===== src/rtl/mmm_pkg.sv =====
// Shared core-wide widths and the branch type encoding used by the branch path.
package mmm_pkg;

  localparam int XLEN  = 32;
  localparam int HLEN  = 8;
  localparam int B_IMM = 13;

  typedef enum logic [2:0] {
    BEQ  = 3'd0,
    BNE  = 3'd1,
    BLT  = 3'd2,
    BGE  = 3'd3,
    BLTU = 3'd4,
    BGEU = 3'd5,
    JAL  = 3'd6,
    JALR = 3'd7
  } branch_type_t;

endpackage


===== src/rtl/branch_issue_arbiter.sv =====
// Round-robin arbiter that shares the single branch unit between N_REQ issue
// lanes, feeding it through a one-entry registered output stage.
//
// Handshakes: a transfer happens on a rising edge where valid and ready are
// both 1. On the lane side req_ready_o is the one-hot grant and is only ever
// raised for a lane whose req_valid_i is 1. On the branch-unit side
// ops_valid_o stays high with a stable bundle until ops_ready_i is seen.
module branch_issue_arbiter
  import mmm_pkg::*;
#(
  parameter int N_REQ = 2,
  parameter int SRC_W = (N_REQ > 1) ? $clog2(N_REQ) : 1
) (
  input  logic                            clk_i,
  input  logic                            rst_n_i,
  input  logic                            flush_i,
  input  logic [N_REQ-1:0]                req_valid_i,
  output logic [N_REQ-1:0]                req_ready_o,
  input  logic [N_REQ-1:0][XLEN-1:0]      req_rs1_i,
  input  logic [N_REQ-1:0][XLEN-1:0]      req_rs2_i,
  input  logic [N_REQ-1:0][B_IMM-1:0]     req_imm_i,
  input  logic [N_REQ-1:0][XLEN-1:0]      req_pc_i,
  input  logic [N_REQ-1:0][HLEN-1:0]      req_index_i,
  input  logic [N_REQ-1:0][XLEN-1:0]      req_target_i,
  input  logic [N_REQ-1:0]                req_taken_i,
  input  branch_type_t [N_REQ-1:0]        req_type_i,
  output logic                            ops_valid_o,
  input  logic                            ops_ready_i,
  output logic [XLEN-1:0]                 rs1_o,
  output logic [XLEN-1:0]                 rs2_o,
  output logic [B_IMM-1:0]                imm_o,
  output logic [XLEN-1:0]                 pc_o,
  output logic [HLEN-1:0]                 index_o,
  output logic [XLEN-1:0]                 target_o,
  output logic                            taken_o,
  output branch_type_t                    type_o,
  output logic [SRC_W-1:0]                src_o
);

  typedef enum logic {
    EMPTY = 1'b0,
    FULL  = 1'b1
  } stage_state_t;

  stage_state_t     state_q, state_d;
  logic [SRC_W-1:0] ptr_q, ptr_d;
  logic             load_en;
  logic             grant_found;
  logic [SRC_W-1:0] grant_idx;
  int               scan_idx;

  logic [XLEN-1:0]  rs1_q, rs2_q, pc_q, target_q;
  logic [B_IMM-1:0] imm_q;
  logic [HLEN-1:0]  index_q;
  logic             taken_q;
  branch_type_t     type_q;
  logic [SRC_W-1:0] src_q;

  // The stage can accept a new bundle when empty or when its current one leaves.
  assign load_en     = (state_q == EMPTY) || ops_ready_i;
  assign ops_valid_o = (state_q == FULL);

  // Round-robin search starting at ptr; blocked by reset, flush or a stalled stage.
  always_comb begin
    grant_found = 1'b0;
    grant_idx   = '0;
    scan_idx    = 0;
    req_ready_o = '0;
    if (rst_n_i && load_en && !flush_i) begin
      for (int k = 0; k < N_REQ; k++) begin
        scan_idx = (int'(ptr_q) + k) % N_REQ;
        if (!grant_found && req_valid_i[scan_idx]) begin
          grant_found = 1'b1;
          grant_idx   = SRC_W'(scan_idx);
        end
      end
    end
    if (grant_found) begin
      req_ready_o[grant_idx] = 1'b1;
    end
  end

  // Pointer advances past the granted lane so it gets lowest priority next time.
  always_comb begin
    ptr_d = ptr_q;
    if (N_REQ == 1) begin
      ptr_d = '0;
    end else if (grant_found) begin
      ptr_d = (grant_idx == SRC_W'(N_REQ - 1)) ? '0 : grant_idx + SRC_W'(1);
    end
  end

  // Output stage next state: flush empties it, a grant fills it, a handshake drains it.
  always_comb begin
    state_d = state_q;
    if (flush_i) begin
      state_d = EMPTY;
    end else if (grant_found) begin
      state_d = FULL;
    end else if ((state_q == FULL) && ops_ready_i) begin
      state_d = EMPTY;
    end
  end

  // Stage state and round-robin pointer registers.
  always_ff @(posedge clk_i or negedge rst_n_i) begin
    if (!rst_n_i) begin
      state_q <= EMPTY;
      ptr_q   <= '0;
    end else begin
      state_q <= state_d;
      ptr_q   <= ptr_d;
    end
  end

  // Payload registers load only on a grant; otherwise the bundle is held.
  always_ff @(posedge clk_i or negedge rst_n_i) begin
    if (!rst_n_i) begin
      rs1_q    <= '0;
      rs2_q    <= '0;
      imm_q    <= '0;
      pc_q     <= '0;
      index_q  <= '0;
      target_q <= '0;
      taken_q  <= 1'b0;
      type_q   <= BEQ;
      src_q    <= '0;
    end else if (grant_found) begin
      rs1_q    <= req_rs1_i[grant_idx];
      rs2_q    <= req_rs2_i[grant_idx];
      imm_q    <= req_imm_i[grant_idx];
      pc_q     <= req_pc_i[grant_idx];
      index_q  <= req_index_i[grant_idx];
      target_q <= req_target_i[grant_idx];
      taken_q  <= req_taken_i[grant_idx];
      type_q   <= req_type_i[grant_idx];
      src_q    <= (N_REQ == 1) ? '0 : grant_idx;
    end
  end

  assign rs1_o    = rs1_q;
  assign rs2_o    = rs2_q;
  assign imm_o    = imm_q;
  assign pc_o     = pc_q;
  assign index_o  = index_q;
  assign target_o = target_q;
  assign taken_o  = taken_q;
  assign type_o   = type_q;
  assign src_o    = src_q;

endmodule


===== config.mk =====
export PLATFORM = sky130hd
export DESIGN_NAME = branch_issue_arbiter
export DESIGN_NICKNAME = d
export VERILOG_FILES = /design/src/rtl/mmm_pkg.sv /design/src/rtl/branch_issue_arbiter.sv
export SDC_FILE = /design/constraint.sdc
export NUM_CORES = 1
export LEC_CHECK = 0
export ABC_AREA = 1
export CORE_AREA = 4 4 180 182
export CTS_BUF_LIST = sky130_fd_sc_hd__clkbuf_16
export CTS_CLUSTER_DIAMETER = 40
export CTS_CLUSTER_SIZE = 25
export DETAILED_ROUTE_END_ITERATION = 10
export DIE_AREA = 0 0 184 186
export GPL_TIMING_DRIVEN = 1
export PLACE_DENSITY = 0.6
export SLEW_MARGIN = 15
export SYNTH_ARGS = -nofsm -noshare
export SYNTH_HDL_FRONTEND = slang
export SYNTH_SLANG_ARGS = --single-unit

===== constraint.sdc =====
create_clock -name clk_i -period 2.6 [get_ports clk_i]
set_input_delay 0.52 -clock clk_i [delete_from_list [all_inputs] [get_ports clk_i]]
set_output_delay 0.52 -clock clk_i [all_outputs]
set_load 0.03 [all_outputs]

==> run_results.csv, run 1 <==
group,metric,value,unit
timing,worst_pin_slew,771,ps
finish,final_common_cell,"clkdlybuf4s50_1",
timing,finalSetupViolations,0,
detailed_routing,vias,8490,
grt,antenna_found_initial,0,
yosys,yosys_register_bits,156,
timing,maxSlewHeadroom,48.6,%
critical_path,critPathLaunch,"flush_i",
timing,fin_skew,11.8,ps
timing,maxSlewViolCount,0,
critical_path,startpoint_type,"input pin",
finish,diodes,0,
detailed_routing,viasPerCell,4.98,
yosys,syn_inst,889,
yosys,yosys_warnings,0,
cts,path_clk_slew,70,ps
finish,area_growth,73.5,%
yosys,yosysUniqueCellTypes,21,
yosys,async_flop_share,100,%
critical_path,crit_slowest_cell,"clkdlybuf4s50_1",
floorplanning,die_y,186,um
critical_path,required,2080,ps
power,p_leak,5.47,nW
detailed_routing,drtIter0Drc,445,
critical_path,cp_cell_sequence,"clkdlybuf4s50_1 -> clkinv_1 -> nand2_1 -> nor2_4 -> nand2_8 -> nor2_1 -> buf_4",
grt,grtUsageTotal,18.8,%
yosys,yosysSeqAreaShare,51.6,%
timing,setup_slack,256,ps
cts,numCtsBuffers,17,
grt,grt_pass1_wl,50.6,mm
status,outcome,"completed",
place,dpl-instance-area,12600,um2
cts,clock_latency,430,ps
cts,cts.repair.resized,0,
grt,grt_pass1_vias,8538,
finish,drive_gt1_share,4.35,%
detailed_routing,antenna_left,0,
timing,rsz0062_at_grt,"no",
place,portBuffers,468,
critical_path,cpLargestDelayFamily,"simple AND/OR/NAND/NOR gates",
power,ir_worst_vdd,0.000374,V
timing,hold_viol_final,0,
place,hpwl,23.3,mm
timing,fin_setup_tns,0,ps
critical_path,path_class,"in -> out",
cts,clkSinkCount,156,
cts,cts_tree,"yes",
floorplanning,start_util,24.8,%
detailed_routing,wl_per_cell,19.8,um
cts,clock-root-buffer,"clkbuf_16",
place,place_ws,245,ps
floorplanning,ios,469,
floorplanning,die_area,34200,um2
detailed_routing,first_pass_iters,4,
finish,final_cell_mix,"clkdlybuf4s50_1 (465), nand3_1 (306), nand2_1 (161), dfrtp_1 (156), nand4_1 (153)",
floorplanning,core-area,30600,um2
critical_path,cp.buffers_inverters,3,
hold_path,hold_class,"in -> async",
detailed_routing,wl,33.7,mm
timing,fin_crit,2340,ps
place,gp_congestion,0.788,
critical_path,cp_max_fo,19,
cts,cts_hold_buffers,0,
yosys,syn_area,7570,um2
timing,min_period_over_period,90.1,%
yosys,synth_flop_cell,"dfrtp_1",
grt,grt-ovfl-total,0,
timing,max_freq,427,MHz
critical_path,r2r_start,"ops_valid_o$_DFFE_PN0P_",
yosys,syn_area_per_cell,8.52,um2
floorplanning,num_rows,64,
critical_path,end_kind,"output port",
job,drv_cap,0,
finish,final_area,13100,um2
critical_path,cp_data_arrival_time,1820,ps
grt,grt_max_degree,112,
detailed_routing,route.detailed.drc,0,
power,power_density,725,nW/um2
cts,cts_max_level,4,
cts,cts_setup_buffers,0,
cts,cts_buffer_depth,2,
finish,nNetsFinal,1608,
floorplanning,die_w,184,um
yosys,syn_nets,1201,
critical_path,max_stage_delay,400,ps
yosys,synth_edf_count,0,
-- per-stage QoR --
stage               total power, W  hold slack (ps)  cells  utilization [%]
floorplan                  0.00513              224    889                -
global placement           0.00710              458   1673             41.1
detailed placement         0.00712              457   1673             41.1
CTS                        0.00965              272   1705             43.0
global route                0.0100              214   1705             43.0
finish                     0.00953              154   1705             43.0
-- cells by family after synthesis --
family	share of synthesized area [%]
compound gates	0.0660
buf+inv	6.94
simple gates	41.4
flops	51.6
-- final timing paths --
check,depth (start not counted),to,slack [ps]
max,7,req_ready_o[0],260
min,2,rs1_o[28]$_DFFE_PN0N_,150
max reg2reg,7,target_o[16]$_DFFE_PN0N_,900
min reg2reg,2,src_o$_DFFE_PN0N_,480
max in group asynchronous,2,rs2_o[10]$_DFFE_PN0N_,1810
min in group clk_i,2,src_o$_DFFE_PN0N_,480
-- cells in the mapped netlist, types with 2 or more instances --
cell type  instances  area (um2)
buf_1             14        52.6
buf_2             48         240
buf_4             10        75.1
buf_6              2        22.5
clkbuf_1          25        93.8
dfrtp_1          156        3900
inv_1              3        11.3
nand2_1          161         604
nand3_1          306        1530
nand4_1          153         957
-- flip-flops by register name, indices dropped and copies added (netlist names), 3 cells and up --
signal,count
pc_o,32
rs1_o,32
type_o,3
imm_o,13
index_o,8
target_o,32
rs2_o,32
-- area by class of cell --
cell class,count,area (um2)
fillers,2994,17500
repair buffers,489,4990
flip-flops and latches,156,3900
multi-input cells,627,3170
well taps,396,495
clock buffers,17,425
clock inverters,15,136
inverters,5,21.3
-- metal layers --
metal / part of all wire, % / track usage (%) / vias to the layer above / routed length [um]
met4: 1.9 / 5.44 / 0 / 638
met2: 48 / 30.7 / 399 / 16200
met5: 0 / 0 / - / 0
met3: 11 / 7.04 / 31 / 3620
li1: - / - / 4027 / -
met1: 39 / 23.4 / 4033 / 13200
-- power by group --
group	total, W	internal (W)	switching [W]
Sequential	0.00325	0.00295	0.000300
Clock	0.00248	0.00140	0.00108
Combinational	0.00380	0.00164	0.00216
Note: power is estimated with default switching activity, not from simulation.
==> inputs of run 2 (changes only) <==
--- a/config.mk
+++ b/config.mk
@@ -14,6 +14,7 @@
 export DIE_AREA = 0 0 184 186
 export GPL_TIMING_DRIVEN = 1
 export PLACE_DENSITY = 0.6
+export REMOVE_ABC_BUFFERS = 1
 export SLEW_MARGIN = 15
 export SYNTH_ARGS = -nofsm -noshare
 export SYNTH_HDL_FRONTEND = slang
==> run 2 against run 1 <==
Fmax down 4.4%. Sequential cell count unchanged. Sequential share of layout area down 0.11 points. Clock skew down 1.1 ps. Highest routed layer is now met5. Non-clock buffer count up 1. Power up 0.38%. Cell count unchanged. Largest power group unchanged.
==> run_results.csv, run 2 (same netlist as run 1, synthesis figures left out) <==
group,metric,value,unit
status,outcome,"completed",
critical_path,path_class,"in -> out",
cts,cts_setup_buffers,0,
timing,fin_crit,2450,ps
grt,grtUsageTotal,18.3,%
grt,grt_pass1_wl,49.7,mm
place,place_ws,76.0,ps
floorplanning,die_area,34200,um2
power,total_power,0.00956,W
timing,worst_pin_slew,884,ps
grt,grt_pass1_vias,8494,
cts,cts_max_level,4,
cts,path_clk_slew,70,ps
cts,cts_tree,"yes",
timing,fin_skew,10.8,ps
power,p_leak,5.48,nW
timing,maxSlewViolCount,0,
timing,hold_viol_final,0,
floorplanning,num_rows,64,
cts,cts.repair.resized,0,
floorplanning,die_y,186,um
critical_path,required,2080,ps
place,place_inst,1673,
finish,register_area,3900,um2
finish,diodes,0,
finish,final_cells,1705,
detailed_routing,route.detailed.drc,0,
floorplanning,core-area,30600,um2
cts,clock_latency,420,ps
detailed_routing,drtIter0Drc,505,
detailed_routing,wl_per_cell,19.4,um
finish,multi_input_area,3160,um2
critical_path,cp_max_fo,20,
power,power_density,725,nW/um2
critical_path,startpoint_type,"input pin",
cts,numCtsBuffers,17,
detailed_routing,antenna_left,0,
timing,max_freq,408,MHz
place,hpwl,22.4,mm
floorplanning,ios,469,
grt,grt-ovfl-total,0,
critical_path,cp_data_arrival_time,1930,ps
detailed_routing,wl,33.0,mm
timing,maxSlewHeadroom,41.1,%
cts,clock-root-buffer,"clkbuf_16",
finish,final_cell_mix,"clkdlybuf4s50_1 (465), nand3_1 (306), nand2_1 (161), dfrtp_1 (156), nand4_1 (153)",
floorplanning,start_util,24.8,%
finish,final_common_cell,"clkdlybuf4s50_1",
place,portBuffers,468,
finish,fillers,2993,
job,drv_cap,0,
grt,antenna_found_initial,1,
timing,timing.hold.ws,277,ps
timing,min_period_over_period,94.3,%
detailed_routing,viasPerCell,5.02,
cts,cts_buffer_depth,2,
critical_path,reg2reg_depth,7,
grt,grt_max_degree,152,
hold_path,hold_class,"in -> async",
critical_path,end_kind,"output port",
floorplanning,die_w,184,um
detailed_routing,vias,8563,
finish,area_growth,74.1,%
cts,clkSinkCount,156,
power,ir_worst_vdd,0.000373,V
finish,nNetsFinal,1609,
timing,finalSetupViolations,0,
place,gp_congestion,0.785,
detailed_routing,first_pass_iters,5,
timing,rsz0062_at_grt,"no",
finish,drive_gt1_share,4.51,%
timing,setup_slack,149,ps
timing,fin_setup_tns,0,ps
## run 2: through the flow
stage / area (um2) / util (%)
after floorplan: 7070 / -
after global placement: 12600 / 41.2
after detailed placement: 12600 / 41.2
after CTS: 13200 / 43.1
after global routing: 13200 / 43.1
final: 13200 / 43.1
## run 2: where the power goes
part / internal [W] / switching [W]
registers: 0.00295 / 0.000298
clock network: 0.00141 / 0.00111
logic: 0.00165 / 0.00214
## run 2: what timing repair did
action / 4_1_cts / 5_1_grt
hold endpoints to repair: 5 / 0
setup endpoints to repair: 0 / 1
hold buffers: 1 / 0
## run 2: final timing paths
kind / startpoint / to / slack (ps)
worst max-delay path: flush_i / req_ready_o[0] / 150
worst min-delay path: rst_n_i / rs2_o[2]$_DFFE_PN0N_ / 280
worst max register to register: ptr_q$_DFFE_PN0N_ / target_o[21]$_DFFE_PN0N_ / 910
worst min register to register: ptr_q$_DFFE_PN0N_ / ptr_q$_DFFE_PN0N_ / 490
max in group asynchronous: rst_n_i / pc_o[6]$_DFFE_PN0N_ / 1660
min in group clk_i: ptr_q$_DFFE_PN0N_ / ptr_q$_DFFE_PN0N_ / 490
## run 2: worst max-delay path, stage by stage
cell and delay (ps):
clkdlybuf4s50_1 460, clkinv_1 90, nand2_1 80, nor2_4 260, nand2_8 180, nor2_1 140, buf_4 190
## run 2: layout make-up
cell class | count | share of cell area (%)
Inverter | 5 | 0.161
Timing Repair Buffer | 490 | 38.2
Clock buffer | 17 | 3.23
Clock inverter | 14 | 1.10
Multi-Input combinational cell | 627 | 24.0
Sequential cell | 156 | 29.6
Tap cell | 396 | 3.76
## run 2: layer usage
layer  vias to the layer above  GRT usage [%]  share of wire, %
met5                         -              0             0.039
met4                         2           5.62               2.5
met3                        49           4.98               7.9
met2                       370           30.3                48
met1                      4122           23.4                41
li1                       4020              -                 -
